### config.mk
export PLATFORM = sky130hd
export DESIGN_NAME = name_tile_fetch
export DESIGN_NICKNAME = d
export VERILOG_FILES = /design/src/rtl/name_tile_fetch.sv
export SDC_FILE = /design/constraint.sdc
export NUM_CORES = 1
export LEC_CHECK = 0
export BUFFER_PORTS_ARGS = -buffer_cell sky130_fd_sc_hd__buf_2
export CORE_UTILIZATION = 52
export DETAILED_ROUTE_END_ITERATION = 8
export PLACE_DENSITY = 0.85
export SLEW_MARGIN = 0
export SYNTH_ARGS = -nofsm -noshare
export SYNTH_HDL_FRONTEND = slang
export SYNTH_SLANG_ARGS = --single-unit
### constraint.sdc
create_clock -name clk -period 2.6 [get_ports clk]
set_clock_uncertainty 0.2 [all_clocks]
set_input_delay 0.65 -clock clk [delete_from_list [all_inputs] [get_ports clk]]
set_output_delay 0.65 -clock clk [all_outputs]
set_load 0.05 [all_outputs]
### src/rtl/name_tile_fetch.sv
// Scanline tile fetcher: name ROM -> glyph ROM -> one glyph row byte per tile column,
// streamed to the pixel serializer over valid/ready.
module name_tile_fetch #(
  parameter int unsigned ADDR_WIDTH     = 11,
  parameter int unsigned DATA_WIDTH     = 8,
  parameter int unsigned COLS           = 80,
  parameter int unsigned COL_WIDTH      = 7,
  parameter int unsigned TILE_ROWS_LOG2 = 3,
  parameter int unsigned Y_WIDTH        = 10
) (
  input  logic                                 clk,
  input  logic                                 rst_n,
  input  logic                                 line_start,
  input  logic [Y_WIDTH-1:0]                   line_y,
  output logic                                 busy,
  output logic                                 line_done,
  output logic [ADDR_WIDTH-1:0]                name_addr,
  input  logic [DATA_WIDTH-1:0]                name_rdata,
  output logic [DATA_WIDTH+TILE_ROWS_LOG2-1:0] glyph_addr,
  input  logic [7:0]                           glyph_rdata,
  output logic                                 out_valid,
  input  logic                                 out_ready,
  output logic [7:0]                           out_data,
  output logic [COL_WIDTH-1:0]                 out_col
);

  localparam int unsigned ROW_WIDTH  = Y_WIDTH - TILE_ROWS_LOG2;
  localparam int unsigned COLS_WIDTH = $clog2(COLS + 1);
  localparam int unsigned PROD_WIDTH = ROW_WIDTH + COLS_WIDTH;

  typedef enum logic [2:0] {
    IDLE  = 3'd0,
    N_REQ = 3'd1,
    N_CAP = 3'd2,
    G_REQ = 3'd3,
    G_CAP = 3'd4,
    OUT   = 3'd5
  } state_t;

  state_t                    state;
  logic [COL_WIDTH-1:0]      col;
  logic [ADDR_WIDTH-1:0]     base;
  logic [TILE_ROWS_LOG2-1:0] sub;

  logic [ROW_WIDTH-1:0]  tile_row_c;
  logic [PROD_WIDTH-1:0] row_prod_c;
  logic [ADDR_WIDTH-1:0] base_c;
  logic [ADDR_WIDTH-1:0] next_addr_c;
  logic                  last_col_c;

  // Row base address in the name table; wraps silently at the ROM size.
  assign tile_row_c  = line_y[Y_WIDTH-1:TILE_ROWS_LOG2];
  assign row_prod_c  = PROD_WIDTH'(tile_row_c) * PROD_WIDTH'(COLS);
  assign base_c      = ADDR_WIDTH'(row_prod_c);
  assign next_addr_c = base + ADDR_WIDTH'(col) + ADDR_WIDTH'(1);
  assign last_col_c  = (col == COL_WIDTH'(COLS - 1));

  // Fetch sequencer; line_start restarts from any state, reset overrides everything.
  always_ff @(posedge clk) begin
    if (!rst_n) begin
      state      <= IDLE;
      busy       <= 1'b0;
      line_done  <= 1'b0;
      name_addr  <= '0;
      glyph_addr <= '0;
      out_valid  <= 1'b0;
      out_data   <= '0;
      out_col    <= '0;
      col        <= '0;
      base       <= '0;
      sub        <= '0;
    end else begin
      line_done <= 1'b0;
      if (line_start) begin
        state     <= N_REQ;
        busy      <= 1'b1;
        sub       <= line_y[TILE_ROWS_LOG2-1:0];
        base      <= base_c;
        col       <= '0;
        name_addr <= base_c;
        out_valid <= 1'b0;
      end else begin
        unique case (state)
          IDLE:  state <= IDLE;
          N_REQ: state <= N_CAP;
          N_CAP: begin
            glyph_addr <= {name_rdata, sub};
            state      <= G_REQ;
          end
          G_REQ: state <= G_CAP;
          G_CAP: begin
            out_data  <= glyph_rdata;
            out_col   <= col;
            out_valid <= 1'b1;
            state     <= OUT;
          end
          OUT: begin
            if (out_ready) begin
              out_valid <= 1'b0;
              if (last_col_c) begin
                line_done <= 1'b1;
                busy      <= 1'b0;
                state     <= IDLE;
              end else begin
                col       <= col + COL_WIDTH'(1);
                name_addr <= next_addr_c;
                state     <= N_REQ;
              end
            end
          end
          default: begin
            state <= IDLE;
            busy  <= 1'b0;
          end
        endcase
      end
    end
  end

endmodule

Yosys cells after proc, flatten, opt, wreduce, memory -nomap -nowiden
Index checks and enable logic that the tools add are counted.
{ "word_totals": {"ff_bits": 60, "elab_cells": 61, "output_inout_bits": 40} }
{ "op_classes": {"eq_ne": 11, "n_reduce_logical": 13, "mul": 1, "muxes": 15, "bitwise": 5, "n_addsub": 3} }
{ "ops": {"columns": ["op", "count"], "rows": [
  ["$mux 11", 4],
  ["$pmux 3 s5", 1],
  ["$add 11x1->11 const B", 1],
  ["$add 11x7->11", 1],
  ["$reduce_and 3->1", 3],
  ["$add 7x1->7 const B", 1],
  ["$eq 7x7->1 const B", 1],
  ["$mul 7x3->7 const B", 1],
  ["$mux 1", 7],
  ["$eq 3x2->1 const B", 2],
  ["$eq 3x3->1 const B", 2],
  ["$ne 3x3->1 const B", 2],
  ["$reduce_and 2->1", 3],
  ["$reduce_bool 2->1", 3],
  ["$not 1->1", 5],
  ["$reduce_or 5->1", 1],
  ["$ne 2x2->1 const B", 2],
  ["$pmux 1 s2", 2],
  ["$reduce_or 4->1", 1],
  ["$eq 3x1->1 const B", 1],
  ["$logic_not 3->1", 1],
  ["$mux 3", 1],
  ["$ne 2x1->1 const B", 1],
  ["$reduce_or 2->1", 1]
]} }

Depth between registers and ports, before layout
{ "logic_depth": {"word_depth": 6, "mapped_depth": 8, "mapped_depth_nobuf": 7} }

Least setup slack after synthesis
OpenSTA, ideal clock, no wires.
{ "synth_timing": {"path_type": "input to register", "start": "in line_y[5]", "end": "reg name_addr[10]", "stages": 7, "t_required_ns": 2.267, "n_path_buf": 0, "arrival_ns": 1.915, "setup_time_ns": 0.133, "slack_ns": 0.352, "cell_sequence": "ha_1 > ha_1 > a21o_1 > a21oi_1 > xnor2_1 > a22oi_1 > a31oi_1"} }
{ "synth_via": {"elab_chain_len": 2} }
{ "synth_lines": {"columns": ["item", "line", "rtl"], "rows": [
  ["from (decl)", "14", "input logic [Y_WIDTH-1:0] line_y,"],
  ["$mul 7x3->7", "53", "assign row_prod_c = PROD_WIDTH'(tile_row_c) * PROD_WIDTH'(COLS);"],
  ["$mux 11", "74", "if (line_start) begin"],
  ["to (signal assigned)", "80", "name_addr <= base_c;"],
  ["to (signal assigned)", "106", "name_addr <= next_addr_c;"],
  ["to (decl)", "17", "output logic [ADDR_WIDTH-1:0] name_addr,"]
]} }
Every way passes these cells.
A chain may end at the register's enable or synchronous reset.

Final worst setup path
{ "layout_timing": {"start": "reg col[6]", "end": "reg name_addr[7]"} }
{ "layout_via": {"elab_chain_len": 6} }
{ "layout_lines": {"columns": ["item", "line", "rtl"], "rows": [
  ["from (decl)", "41", "logic [COL_WIDTH-1:0] col;"],
  ["from (signal assigned)", "105", "col <= col + COL_WIDTH'(1);"],
  ["$add 11x7->11", "55", "assign next_addr_c = base + ADDR_WIDTH'(col) + ADDR_WIDTH'(1);"],
  ["$add 11x1->11", "55", null],
  ["$mux 11", "100", "if (last_col_c) begin"],
  ["$mux 11", "98", "if (out_ready) begin"],
  ["$mux 11", "83", "unique case (state)"],
  ["$mux 11", "74", null]
]} }
Several ways; a longest one is shown, not always the timed one. The select of a mux whose other input is x is not followed.

==> flow_summary.toml <==
[run_status]
run_status = "finished, final reports clean"

[timing]
hold_viol_final = 0
fmax_ghz = 0.453
tightest_slew_ns = 1.10
rsz0062_at_grt = "no"
finalSetupTns_ns = 0
relSlewSlack_pct = 26.2
final-setup-viol-count = 0
maxSlewViolCount = 0
finalCriticalPeriod_ns = 2.21
finalCritPeriodShare_pct = 84.9

[synthesis]
async_flop_share_pct = 0
synth_largest_area_cell = "dfxtp_1"
ys_seq_elements = 56
syn_nets = 340
ys_types = 42
ys.flop_type = "dfxtp_1"
synth.avg_cell_area_um2 = 8.55
yosysTopAreaCellShare_pct = 44.0
synth-seq-area-share_pct = 44.0
synth_area_um2 = 2550
syn_inst = 298
synth_area_leaders = "dfxtp_1, nand2_1, a21oi_1"
synth_edf_count = 0
yosys_warnings = 0

[clocking]
cts_buffers = 5
cts_sinks = 56
clockRootBuffer = "clkbuf_8"
postCtsHoldBufs = 0
cts_resized = 0
h-tree-depth = 2
clkSlewWorstSetupHoldPaths_ns = 0.10
cts_setup_buffers = 0
cts_buffer_depth = 2
cts_tree = "yes"
clkLatencyLatePin_ns = 0.31

[critical_path]
critPathKind = "register to register"
required_ns = 2.62
start_kind = "register"
cp_max_fo = 4
crit_path_end_kind = "register"
arrival_ns = 2.23
r2r_slack_ns = 0.39

[power]
ir_drop_v = 0.000310
power.leakage_nw = 1.34
p_total_w = 0.00173
powerDensity_nw_per_um2 = 569

[routing]
dr.pass1.iters = 4
first_iter_violations = 66
avgRoutedWirePerCell_um = 12.6
routed_wl_um = 5390
vias_per_cell = 5.18
antenna_left = 0
drcViolationCount = 0
via_count = 2210

[die]
die_area_um2 = 5190
die_w_um = 72.0
start_util_pct = 54.0
core_region_area_um2 = 4720
die_h_um = 72.0
io_pins = 70
rows = 25

[place]
placed_cell_area_um2 = 2910
place_hpwl_um = 3840
io_buffers = 69
gp_congestion = 0.848

[global_routing]
antenna_found_initial = 0
grt_usage_pct = 21.8
grt_max_degree = 31
grt_overflow = 0
grt_pass1_vias = 2032
grt_pass1_wl_um = 8860

[cells_and_area]
final_area_um2 = 3040
area_delta_synth_final_pct = 19.1
multi_input_area_um2 = 1310
fillers = 411
drive_gt1_share_pct = 25.6
ff_latch_area_um2 = 1120
diodes = 0
nets = 401

[min_path]
hp-class = "register to register"

[job]
cap_violations = 0
==> metrics by stage <==
| step | util, % | setup slack, ns | instances | hold slack, ns |
|---|---|---|---|---|
| 3_3_place_gp | 61.6 | 0.153 | 419 | 0.238 |
| 2_1_floorplan | - | 0.352 | 298 | 0.231 |
| 6_report | 64.3 | 0.391 | 427 | 0.254 |
| 4_1_cts | 64.3 | 0.379 | 427 | 0.259 |
| 3_5_place_dp | 61.6 | 0.103 | 419 | 0.245 |
| 5_1_grt | 64.3 | 0.232 | 427 | 0.273 |
==> Yosys cell counts, types with 5 or more instances <==
library cell   n
dfxtp_1       56
xnor2_1       12
clkbuf_1      10
nand3_1        5
mux2i_1        8
nand2_1       64
a21oi_1       40
nor2_1        28
ha_1          11
==> logic make-up (layout without fill, tap and decap cells) <==
logic type                 count (synthesis)  in the layout  synth area share [%]
xor gates and xnor gates                  15             15                  5.15
buffers and inverters                     24             86                  4.61
AOI/OAI and AO/OA                         62             62                  15.1
and+or+nand+nor                          121            121                  21.8
muxes                                      8              8                  3.14
adders and majority gates                 12             12                  6.19
DFF                                       56             56                  44.0
==> worst paths after layout <==
path	startpoint	to	cells after the start
worst max-delay path	col[6]$_SDFFE_PP0P_	name_addr[7]$_SDFFE_PN0P_	6
worst min-delay path	out_data[3]$_SDFFE_PN0P_	out_data[3]$_SDFFE_PN0P_	2
worst min register to register	out_data[3]$_SDFFE_PN0P_	out_data[3]$_SDFFE_PN0P_	2
worst max register to register	col[6]$_SDFFE_PP0P_	name_addr[7]$_SDFFE_PN0P_	6
==> routing by layer <==
metal | GRT usage (%) | up-vias | wire length [um]
met5 | 0 | - | 0
met4 | 8.93 | 0 | 96
met3 | 6.39 | 10 | 260
met2 | 37.8 | 64 | 2660
met1 | 25.3 | 1009 | 2370
li1 | - | 1127 | -
==> worst max-delay path, stage by stage (launching register included) <==
cell and delay (ns):
dfxtp_1 0.36, ha_1 0.36, and3_1 0.18, a221oi_1 0.47
xnor2_1 0.20, nand2_1 0.10, a221oi_1 0.26
==> registers in the layout (all words and copies together) (netlist names), 3 cells and up <==
name	count
out_data	8
glyph_addr	11
base	7
col	4
name_addr	10
out_col	7
sub	3
state	3
==> placed cells by master (no fill, tap or decap), types with 5 or more instances in the layout <==
master	Yosys	final
nor2_1	28	28
xnor2_1	12	12
nand2_1	64	64
ha_1	11	11
a21oi_1	40	40
clkbuf_8	0	7
nand3_1	5	5
mux2i_1	8	8
dfxtp_1	56	56
buf_2	4	69
==> layout make-up <==
type	count	area share, %
well taps	67	2.76
clock inverters	1	0.989
repair buffers	73	12.4
flip-flops and latches	56	36.9
inverters	5	0.618
multi-input cells	218	43.2
clock buffers	7	3.17
==> power by group <==
part           internal, W  total, W  leakage, nW  switching, W
Combinational    0.0000805  0.000209        0.820      0.000129
Clock             0.000340  0.000612       0.0645      0.000272
Sequential        0.000885  0.000907        0.456     0.0000221
Total              0.00131   0.00173         1.34      0.000423
(Power assumes the default switching activity.)
